File: src/rtl/sfr_ws2812_tx_pkg.sv
// Shared definitions for the WS2812 SFR transmitter: default SFR addresses,
// WS_CTRL command bit positions, FSM state encodings and a status helper.
package sfr_ws2812_tx_pkg;

   localparam logic [7:0] DEF_DATA_ADDR = 8'hC1;
   localparam logic [7:0] DEF_CTRL_ADDR = 8'hC2;

   localparam int CTRL_START   = 0;
   localparam int CTRL_FLUSH   = 1;
   localparam int CTRL_CLR_OVF = 2;

   typedef enum logic [2:0] {
      S_IDLE  = 3'd0,
      S_LOAD  = 3'd1,
      S_HIGH  = 3'd2,
      S_LOW   = 3'd3,
      S_LATCH = 3'd4
   } state_t;

   // Status exposes only a nibble of FIFO level, pinned at 15 above that.
   function automatic logic [3:0] sat_nibble(input logic [31:0] lvl);
      return (lvl > 32'd15) ? 4'hF : lvl[3:0];
   endfunction

endpackage

File: src/rtl/sfr_ws2812_tx_byte_fifo.sv
// Synchronous byte FIFO with push/pop/flush, full/empty flags and fill level.
// Depth need not be a power of two; pointers wrap explicitly.
module sfr_ws2812_tx_byte_fifo #(
   parameter int DEPTH = 48
) (
   input  logic                           clk_i,
   input  logic                           rst_i,
   input  logic                           push_i,
   input  logic                           pop_i,
   input  logic                           flush_i,
   input  logic [7:0]                     wdata_i,
   output logic [7:0]                     rdata_o,
   output logic                           full_o,
   output logic                           empty_o,
   output logic [$clog2(DEPTH+1)-1:0]     level_o
);

   localparam int PTR_W = $clog2(DEPTH);
   localparam int LVL_W = $clog2(DEPTH + 1);
   localparam logic [PTR_W-1:0] PTR_LAST = PTR_W'(DEPTH - 1);

   logic [7:0]       mem_q [DEPTH];
   logic [PTR_W-1:0] wr_q, wr_d, rd_q, rd_d;
   logic [LVL_W-1:0] lvl_q, lvl_d;
   logic             do_push, do_pop;

   assign full_o  = (lvl_q == LVL_W'(DEPTH));
   assign empty_o = (lvl_q == '0);
   assign level_o = lvl_q;
   assign rdata_o = mem_q[rd_q];

   // A push at full is still accepted when a pop frees a slot in the same cycle.
   assign do_pop  = pop_i & ~empty_o;
   assign do_push = push_i & (~full_o | do_pop);

   always_comb begin
      wr_d  = wr_q;
      rd_d  = rd_q;
      lvl_d = lvl_q;
      if (flush_i) begin
         wr_d  = '0;
         rd_d  = '0;
         lvl_d = '0;
      end else begin
         if (do_push) wr_d = (wr_q == PTR_LAST) ? '0 : wr_q + 1'b1;
         if (do_pop)  rd_d = (rd_q == PTR_LAST) ? '0 : rd_q + 1'b1;
         case ({do_push, do_pop})
            2'b10:   lvl_d = lvl_q + 1'b1;
            2'b01:   lvl_d = lvl_q - 1'b1;
            default: lvl_d = lvl_q;
         endcase
      end
   end

   always_ff @(posedge clk_i or posedge rst_i) begin
      if (rst_i) begin
         wr_q  <= '0;
         rd_q  <= '0;
         lvl_q <= '0;
      end else begin
         wr_q  <= wr_d;
         rd_q  <= rd_d;
         lvl_q <= lvl_d;
      end
   end

   always_ff @(posedge clk_i) begin
      if (do_push && !flush_i) mem_q[wr_q] <= wdata_i;
   end

endmodule

File: src/rtl/sfr_ws2812_tx.sv
// SFR-mapped WS2812 frame transmitter: byte FIFO, NRZ bit encoder, latch timer.
// Define WS2812_IRQ_EN to get a one-cycle irq pulse at frame end; otherwise irq=0.
module sfr_ws2812_tx
   import sfr_ws2812_tx_pkg::*;
#(
   parameter logic [7:0] DATA_ADDR  = DEF_DATA_ADDR,
   parameter logic [7:0] CTRL_ADDR  = DEF_CTRL_ADDR,
   parameter int         FIFO_DEPTH = 48,
   parameter int         T0H_CYC    = 20,
   parameter int         T1H_CYC    = 40,
   parameter int         TBIT_CYC   = 63,
   parameter int         TRST_CYC   = 15000
) (
   input  logic       clk,
   input  logic       rst,
   input  logic [7:0] sfr_addr,
   input  logic [7:0] sfr_data_in,
   output logic [7:0] sfr_data_out,
   input  logic       sfr_wr,
   input  logic       sfr_rd,
   output logic       sfr_sel,
   output logic       din,
   output logic       irq
);

   localparam int CNT_W = $clog2(TRST_CYC + 1);
   localparam int LVL_W = $clog2(FIFO_DEPTH + 1);
   localparam logic [CNT_W-1:0] T0H_END  = CNT_W'(T0H_CYC - 1);
   localparam logic [CNT_W-1:0] T1H_END  = CNT_W'(T1H_CYC - 1);
   localparam logic [CNT_W-1:0] TBIT_END = CNT_W'(TBIT_CYC - 1);
   localparam logic [CNT_W-1:0] TRST_END = CNT_W'(TRST_CYC - 1);

   state_t           state_q, state_d;
   logic [CNT_W-1:0] cnt_q, cnt_d;
   logic [2:0]       bit_q, bit_d;
   logic [7:0]       shift_q, shift_d;
   logic             din_q, din_d;
   logic             ovf_q, ovf_d;

   logic             sel_data, sel_ctrl, data_wr, ctrl_wr;
   logic             start_cmd, flush_cmd, clr_ovf;
   logic             fifo_pop, fifo_flush, fifo_full, fifo_empty;
   logic [7:0]       fifo_rdata, status;
   logic [LVL_W-1:0] fifo_level;
   logic [CNT_W-1:0] th_end;
   logic             busy;

   assign sel_data  = (sfr_addr == DATA_ADDR);
   assign sel_ctrl  = (sfr_addr == CTRL_ADDR);
   assign sfr_sel   = sel_data | sel_ctrl;
   assign data_wr   = sfr_wr & sel_data;
   assign ctrl_wr   = sfr_wr & sel_ctrl;
   // FLUSH is evaluated first, so a START issued alongside it is dropped.
   assign flush_cmd = ctrl_wr & sfr_data_in[CTRL_FLUSH];
   assign start_cmd = ctrl_wr & sfr_data_in[CTRL_START] & ~sfr_data_in[CTRL_FLUSH];
   assign clr_ovf   = ctrl_wr & sfr_data_in[CTRL_CLR_OVF];

   sfr_ws2812_tx_byte_fifo #(.DEPTH(FIFO_DEPTH)) u_fifo (
      .clk_i   (clk),
      .rst_i   (rst),
      .push_i  (data_wr),
      .pop_i   (fifo_pop),
      .flush_i (fifo_flush),
      .wdata_i (sfr_data_in),
      .rdata_o (fifo_rdata),
      .full_o  (fifo_full),
      .empty_o (fifo_empty),
      .level_o (fifo_level)
   );

   assign busy   = (state_q != S_IDLE);
   assign status = {sat_nibble(32'(fifo_level)), ovf_q, fifo_empty, fifo_full, busy};
   assign sfr_data_out = (sel_ctrl & sfr_rd) ? status : 8'h00;

   assign ovf_d  = clr_ovf ? 1'b0 : ((data_wr & fifo_full & ~fifo_pop) ? 1'b1 : ovf_q);
   assign th_end = shift_q[7] ? T1H_END : T0H_END;

   // One counter spans the whole bit: HIGH ends at th_end, LOW at TBIT_END.
   always_comb begin
      state_d    = state_q;
      cnt_d      = cnt_q;
      bit_d      = bit_q;
      shift_d    = shift_q;
      fifo_pop   = 1'b0;
      fifo_flush = 1'b0;
      case (state_q)
         S_IDLE: begin
            if (start_cmd && !fifo_empty) state_d = S_LOAD;
         end
         S_LOAD: begin
            fifo_pop = 1'b1;
            shift_d  = fifo_rdata;
            bit_d    = 3'd7;
            cnt_d    = '0;
            state_d  = S_HIGH;
         end
         S_HIGH: begin
            cnt_d = cnt_q + 1'b1;
            if (cnt_q == th_end) state_d = S_LOW;
         end
         S_LOW: begin
            if (cnt_q == TBIT_END) begin
               cnt_d = '0;
               if (bit_q != 3'd0) begin
                  bit_d   = bit_q - 1'b1;
                  shift_d = {shift_q[6:0], 1'b0};
                  state_d = S_HIGH;
               end else if (!fifo_empty) begin
                  fifo_pop = 1'b1;
                  shift_d  = fifo_rdata;
                  bit_d    = 3'd7;
                  state_d  = S_HIGH;
               end else begin
                  state_d = S_LATCH;
               end
            end else begin
               cnt_d = cnt_q + 1'b1;
            end
         end
         S_LATCH: begin
            if (cnt_q == TRST_END) begin
               cnt_d   = '0;
               state_d = S_IDLE;
            end else begin
               cnt_d = cnt_q + 1'b1;
            end
         end
         default: state_d = S_IDLE;
      endcase
      if (flush_cmd) begin
         fifo_flush = 1'b1;
         fifo_pop   = 1'b0;
         if (state_q != S_IDLE) begin
            state_d = S_LATCH;
            cnt_d   = '0;
         end
      end
   end

   assign din_d = (state_d == S_HIGH);
   assign din   = din_q;

   always_ff @(posedge clk or posedge rst) begin
      if (rst) begin
         state_q <= S_IDLE;
         cnt_q   <= '0;
         bit_q   <= 3'd0;
         din_q   <= 1'b0;
         ovf_q   <= 1'b0;
      end else begin
         state_q <= state_d;
         cnt_q   <= cnt_d;
         bit_q   <= bit_d;
         din_q   <= din_d;
         ovf_q   <= ovf_d;
      end
   end

   always_ff @(posedge clk) begin
      shift_q <= shift_d;
   end

`ifdef WS2812_IRQ_EN
   logic irq_q, irq_d;
   assign irq_d = (state_q == S_LATCH) && (state_d == S_IDLE);
   assign irq   = irq_q;
   always_ff @(posedge clk or posedge rst) begin
      if (rst) irq_q <= 1'b0;
      else     irq_q <= irq_d;
   end
`else
   assign irq = 1'b0;
`endif

endmodule

File: config.mk
export PLATFORM = sky130hd
export DESIGN_NAME = sfr_ws2812_tx
export DESIGN_NICKNAME = d
export VERILOG_FILES = /design/src/rtl/sfr_ws2812_tx_pkg.sv /design/src/rtl/sfr_ws2812_tx_byte_fifo.sv /design/src/rtl/sfr_ws2812_tx.sv
export SDC_FILE = /design/constraint.sdc
export NUM_CORES = 1
export LEC_CHECK = 0
export ABC_AREA = 1
export CORE_MARGIN = 5
export CORE_UTILIZATION = 45
export DETAILED_ROUTE_END_ITERATION = 7
export GPL_ROUTABILITY_DRIVEN = 0
export PLACE_DENSITY = 0.66
export SLEW_MARGIN = 20
export SYNTH_ARGS = -nofsm -noshare
export SYNTH_HDL_FRONTEND = slang
export SYNTH_SLANG_ARGS = --single-unit
File: constraint.sdc
create_clock -name clk -period 6.5 [get_ports clk]
set_clock_uncertainty 0.15 [all_clocks]
set_input_delay 1.625 -clock clk [delete_from_list [all_inputs] [get_ports clk]]
set_output_delay 1.625 -clock clk [all_outputs]
set_load 0.05 [all_outputs]
* Yosys cells after proc, flatten, opt, wreduce, memory -nomap -nowiden
Memories as Yosys holds them, arrays and structs flattened.
Index checks and enable logic that the tools add are counted.
Widths: inputs -> output; s select.
** Operators by class
- Add/subtract/negate cells :: 6
- Magnitude comparators :: 1
- Equal/unequal tests :: 17
- Muxes and demuxes :: 43
- Bitwise operators :: 17
- Reduce and logical (&&, ||, !) cells :: 14
** Operator list (number)
- $mux 14 :: 4
- $pmux 14 s4 :: 1
- $mux 6 :: 8
- $mux 3 :: 11
- $mux 8 :: 4
- $add 6x1->6 const B :: 3
- $eq 6x6->1 const B :: 3
- $eq 8x8->1 const B :: 2
- $pmux 8 s2 :: 1
- $pmux 3 s5 :: 1
- $add 14x1->14 const B :: 1
- $eq 14x14->1 const B :: 1
- $eq 14x6->1 :: 1
- $eq 14x6->1 const B :: 1
- $pmux 6 s2 :: 1
- $and 1x1->1 :: 11
- $eq 3x2->1 const B :: 3
- $mux 1 :: 9
- $reduce_bool 3->1 :: 3
- $reduce_bool 2->1 :: 4
- $gt 6x4->1 const B :: 1
- $logic_not 6->1 :: 1
- $pmux 3 s2 :: 1
- $sub 6x1->6 const B :: 1
- 15 further kinds :: 21
** Storage, ports and cells
- Register bits :: 48
- Memory bits (writable) :: 384
- Bits of input ports :: 20
- Memories :: 1
** Memory list
- u_fifo.mem_q :: depth 48, width 8, read ports 1, clocked after memory_dff 0, wr ports 1, RTL line sfr_ws2812_tx_byte_fifo.sv:22 : logic [7:0] mem_q [DEPTH];

* Logic depth before layout (Yosys ltp)
- Depth after elaboration :: 12
- Gate-level depth with buffers :: 19

* Modules after synthesis
From an unflattened synthesis, not the netlist that was laid out.
** Second synthesis, totals
- Cells, all modules :: 1756
- Area, all modules :: 18759.2 µm²
** Modules (own cells, without submodules)
- sfr_ws2812_tx_byte_fifo :: instances 1, cells an instance 1484, area an instance 16807.4 µm², seq. area each 11981.5 µm²
- sfr_ws2812_tx :: instances 1, cells an instance 272, area an instance 1951.9 µm², seq. area each 790.8 µm²

* Worst setup path before layout
Ideal clock, no wire load.
- Path kind :: input -> output
- Start point :: in sfr_addr[5]
- End point :: out sfr_data_out[5]
- Data arrival time :: 2862 ps
- Data required time :: 4725 ps
- Slack :: 1863 ps
- Stages on the path :: 5
- Buffers on the path :: 0
- Cells stage by stage :: nor2_1 > nand2_1 > nor2_1 > nand2_1 > a21oi_1
** On the way
- Cells in the longest elaborated chain, start to end :: 3
** Ends and longest elaborated chain
- start, declared :: RTL line sfr_ws2812_tx.sv:16 : input logic [7:0] sfr_addr,
- $eq 8x8->1 :: RTL line sfr_ws2812_tx.sv:49 : assign sel_ctrl = (sfr_addr == CTRL_ADDR);
- $and 1x1->1 :: RTL line sfr_ws2812_tx.sv:73 : assign sfr_data_out = (sel_ctrl & sfr_rd) ? status : 8'h00;
- $mux 8 :: RTL line sfr_ws2812_tx.sv:73
- end, declared :: RTL line sfr_ws2812_tx.sv:18 : output logic [7:0] sfr_data_out,
Every way passes these cells.

* Worst setup path after layout
- Start point :: in sfr_addr[1]
- End point :: out sfr_data_out[7]
Same word-level chain as after synthesis.

==> results.sh <==
export IMPL_cp_end_kind="output pin"
export IMPL_power_mw=5.860
export IMPL_drt_pass1_iterations=6
export IMPL_crit_family="buffers and inverters"
export IMPL_final_nets=1546
export IMPL_min_period_ns=5.456
export IMPL_crit_required_ns=4.72
export IMPL_syn_area_per_cell_um2=11.94
export IMPL_vias_per_cell=5.850
export IMPL_num_vias=12160
export IMPL_dieArea_um2=44010
export IMPL_drtIter0Drc=1263
export IMPL_grt_pass1_wl_um=69220
export IMPL_post_cts_setup_buffers=0
export IMPL_leakagePower_nw=6.589
export IMPL_worst_path_max_fanout=8
export IMPL_ir_drop_mv=0.2284
export IMPL_holdPathEnd="ovf_q"
export IMPL_antenna_found_initial=3
export IMPL_synthSimpleGateAreaFrac_pct=12.82
export IMPL_synth_warnings=0
export IMPL_async_flop_share_pct=9.259
export IMPL_grt_use_total_pct=20.14
export IMPL_finalCritPeriodShare_pct=83.93
export IMPL_tightest_slew_ns=1.022
export IMPL_synth_cell_types=46
export IMPL_fp_coreArea_um2=39640
export IMPL_slew_violations=0
export IMPL_maxSlewHeadroom_pct=31.42
export IMPL_io_pins=31
export IMPL_startpoint_type="input pin"
export IMPL_start_util_pct=45.31
export IMPL_r2r_start="cnt_q[0]"
export IMPL_crit_chain="clkdlybuf4s50_1, inv_1, nor2_1, nand2_1, nor2_1, nand2_1, a21oi_1, clkdlybuf4s50_1"
export IMPL_rsz0062_at_grt="no"
export IMPL_max_stage_delay_ns=0.82
export IMPL_finalHoldViolCount=0
export IMPL_synth_compound_area_share_pct=12.02
export IMPL_die_h_um=209.8
export IMPL_grt_overflow=0
export IMPL_grt_pass1_vias=11840
export IMPL_min_from="ovf_q"
export IMPL_grt_max_degree=100
export IMPL_synth_edf_count=392
export IMPL_drc_errors=0
export IMPL_clk_pin_slew_ns=0.06
export IMPL_synthCells=1505
export IMPL_synthAdderAreaFrac_pct=0.5573
export IMPL_hp_class="flip-flop to flip-flop"
export IMPL_fin_hold_ws_ns=0.3702
export IMPL_fmax_ghz=0.1833
export IMPL_syn_area_um2=17960
export IMPL_crit_slowest_cell="clkdlybuf4s50_1"
export IMPL_detail_route_antenna_nets=0
export IMPL_ys_ff_latch=432
export IMPL_yosysMostFrequentCell="edfxtp_1"
export IMPL_pre_cts_ws_ns=1.056
export IMPL_syn_to_final_growth_pct=11.51
export IMPL_hpwl_um=27010
export IMPL_drive_above_1_share_pct=7.088
export IMPL_critPathArrivalTime_ns=3.68
export IMPL_synth_top_family_by_area="simple AND/OR/NAND/NOR gates"
export IMPL_reg2reg_slack_ns=2.99
export IMPL_layout_setup_ws_ns=1.044
export IMPL_rr_worst_depth=14
export IMPL_numCtsBuffers=44
export IMPL_setup_viol=0
export IMPL_synth_mux_area_share_pct=0
export IMPL_num_rows=73
export IMPL_synthTopCellsByCount="edfxtp_1 (392), nor2_1 (303), o21ai_0 (204), nand2_1 (108), clkbuf_1 (75)"
export IMPL_clock_sinks=432
export IMPL_h_tree_depth=2
export IMPL_drt_wl_total_um=45210
export IMPL_synth_area_leaders="edfxtp_1 (66%), nor2_1 (6.3%), o21ai_0 (5.7%), dfrtp_1 (5.6%), nand2_1 (2.3%)"
export IMPL_setup_tns_ns=0
export IMPL_clock_root_buffer="clkbuf_16"
export IMPL_syn_num_nets=1533
export IMPL_fp_dieW_um=209.8
export IMPL_powerDensity_nw_per_um2=292.6
export IMPL_whs_path_depth=2
export IMPL_synth_xor_area_share_pct=0.3901
export IMPL_yosys_area_top_type_share_pct=65.53
export IMPL_routed_wire_length_per_instance_um=21.75
export IMPL_status="finished, final reports clean"
export IMPL_synth_seq_area_share_pct=71.11
export IMPL_cts_resized=0
export IMPL_maxCapViolCount=0
export IMPL_synth_ff_type="edfxtp_1"
export IMPL_yosysTopAreaCell="edfxtp_1"
export IMPL_path_class="input pin to output pin"
export IMPL_holdBufCountCts=0
export IMPL_clkLatencyLatePin_ns=0.55
export IMPL_critPathBufInv=3
export IMPL_clockBufferDepth=3
export IMPL_cts_tree="done"
export IMPL_portBuffers=29
export IMPL_r2r_end="u_fifo.mem_q[23][3]"
layer usage:
metal,wire [um],up-vias,GRT usage [%]
li1,-,5542,-
met1,18950,5961,28.70
met2,20980,581,31.61
met3,4418,71,5.157
met4,847,2,4.455
met5,8,-,0
sequential cells by signal, indices dropped and copies added, names as in the netlist:
signal,flops
ovf_q,1
u_fifo.level_o,6
shift_q,8
din,1
state_q,3
u_fifo.mem_q,384
u_fifo.rd_q,6
bit_q,3
cnt_q,14
u_fifo.wr_q,6
worst register-to-register path: cells and delay by family (launching register included):
| family | cells | cell delay (ns) |
|---|---|---|
| simple gates | 10 | 1.97 |
| fa+ha+maj | 1 | 0.15 |
| buf+inv | 2 | 0.20 |
| flops | 1 | 0.42 |
| compound gates | 1 | 0.22 |
area by class of cell:
type | instances | area (um^2)
clock inverters | 21 | 126.4
inverters | 68 | 257.7
diodes | 1 | 2.502
multi-input cells | 927 | 4637
flip-flops and latches | 432 | 12780
clock buffers | 59 | 1189
repair buffers | 45 | 382.9
fillers | 3477 | 19610
well taps | 525 | 656.9
worst max path at each step:
stage                      startpoint         endpoint  cells past startpoint
final                     sfr_addr[1]  sfr_data_out[7]                      8
after global routing      sfr_addr[1]  sfr_data_out[6]                      8
after CTS                 sfr_addr[1]  sfr_data_out[7]                      8
after detailed placement  sfr_addr[1]  sfr_data_out[7]                      8
after global placement    sfr_addr[1]  sfr_data_out[5]                      8
after floorplan           sfr_addr[5]  sfr_data_out[5]                      5
power breakdown:
group / internal [mW] / switching, mW
registers: 3.05 / 0.0320
logic: 0.120 / 0.312
clock network: 1.32 / 1.02
layout by cell type (no fill, tap or decap), types with 2 or more instances in the layout:
cell	synthesis	routed
a211oi_1	2	2
a21oi_1	36	36
a31oi_1	6	6
and3_1	2	2
buf_2	1	8
buf_4	1	15
clkbuf_1	75	13
clkbuf_16	0	45
clkdlybuf4s50_1	0	21
clkinv_1	4	14
clkinv_2	0	8
dfrtp_1	40	38
edfxtp_1	392	392
ha_1	8	8
inv_1	57	55
inv_2	7	8
nand2_1	108	108
nand3_1	66	66
nand3_2	8	8
nand4_1	19	19
nor2_1	303	303
nor2_2	3	3
nor2_4	3	3
nor3_1	15	15
nor3b_1	2	2
nor4_1	3	3
o211ai_1	7	7
o21ai_0	204	204
o21ai_1	8	8
o221ai_1	41	41
o22ai_1	57	57
o311ai_0	2	2
o31ai_1	2	2
or2_1	2	2
xnor2_1	3	3
xor2_1	5	5
logic make-up (layout without fill, tap and decap cells):
group	after synthesis	after routing
AND/OR/NAND/NOR	538	538
flip-flops	432	432
AO/OA/AOI/OAI	372	372
buffers and inverters	146	193
adder cells (fa/ha/maj)	8	8
XOR/XNOR	8	8
other	1	2
stage by stage:
step                std cells  cell area, um^2  utilization, %
detailed placement       1997            18710           47.20
floorplan                1505            17960               -
CTS                      2077            20030           50.52
finish                   2078            20030           50.53
global placement         1997            18710           47.20
global route             2077            20030           50.52
No activity file was read; power rests on OpenSTA's default activity.
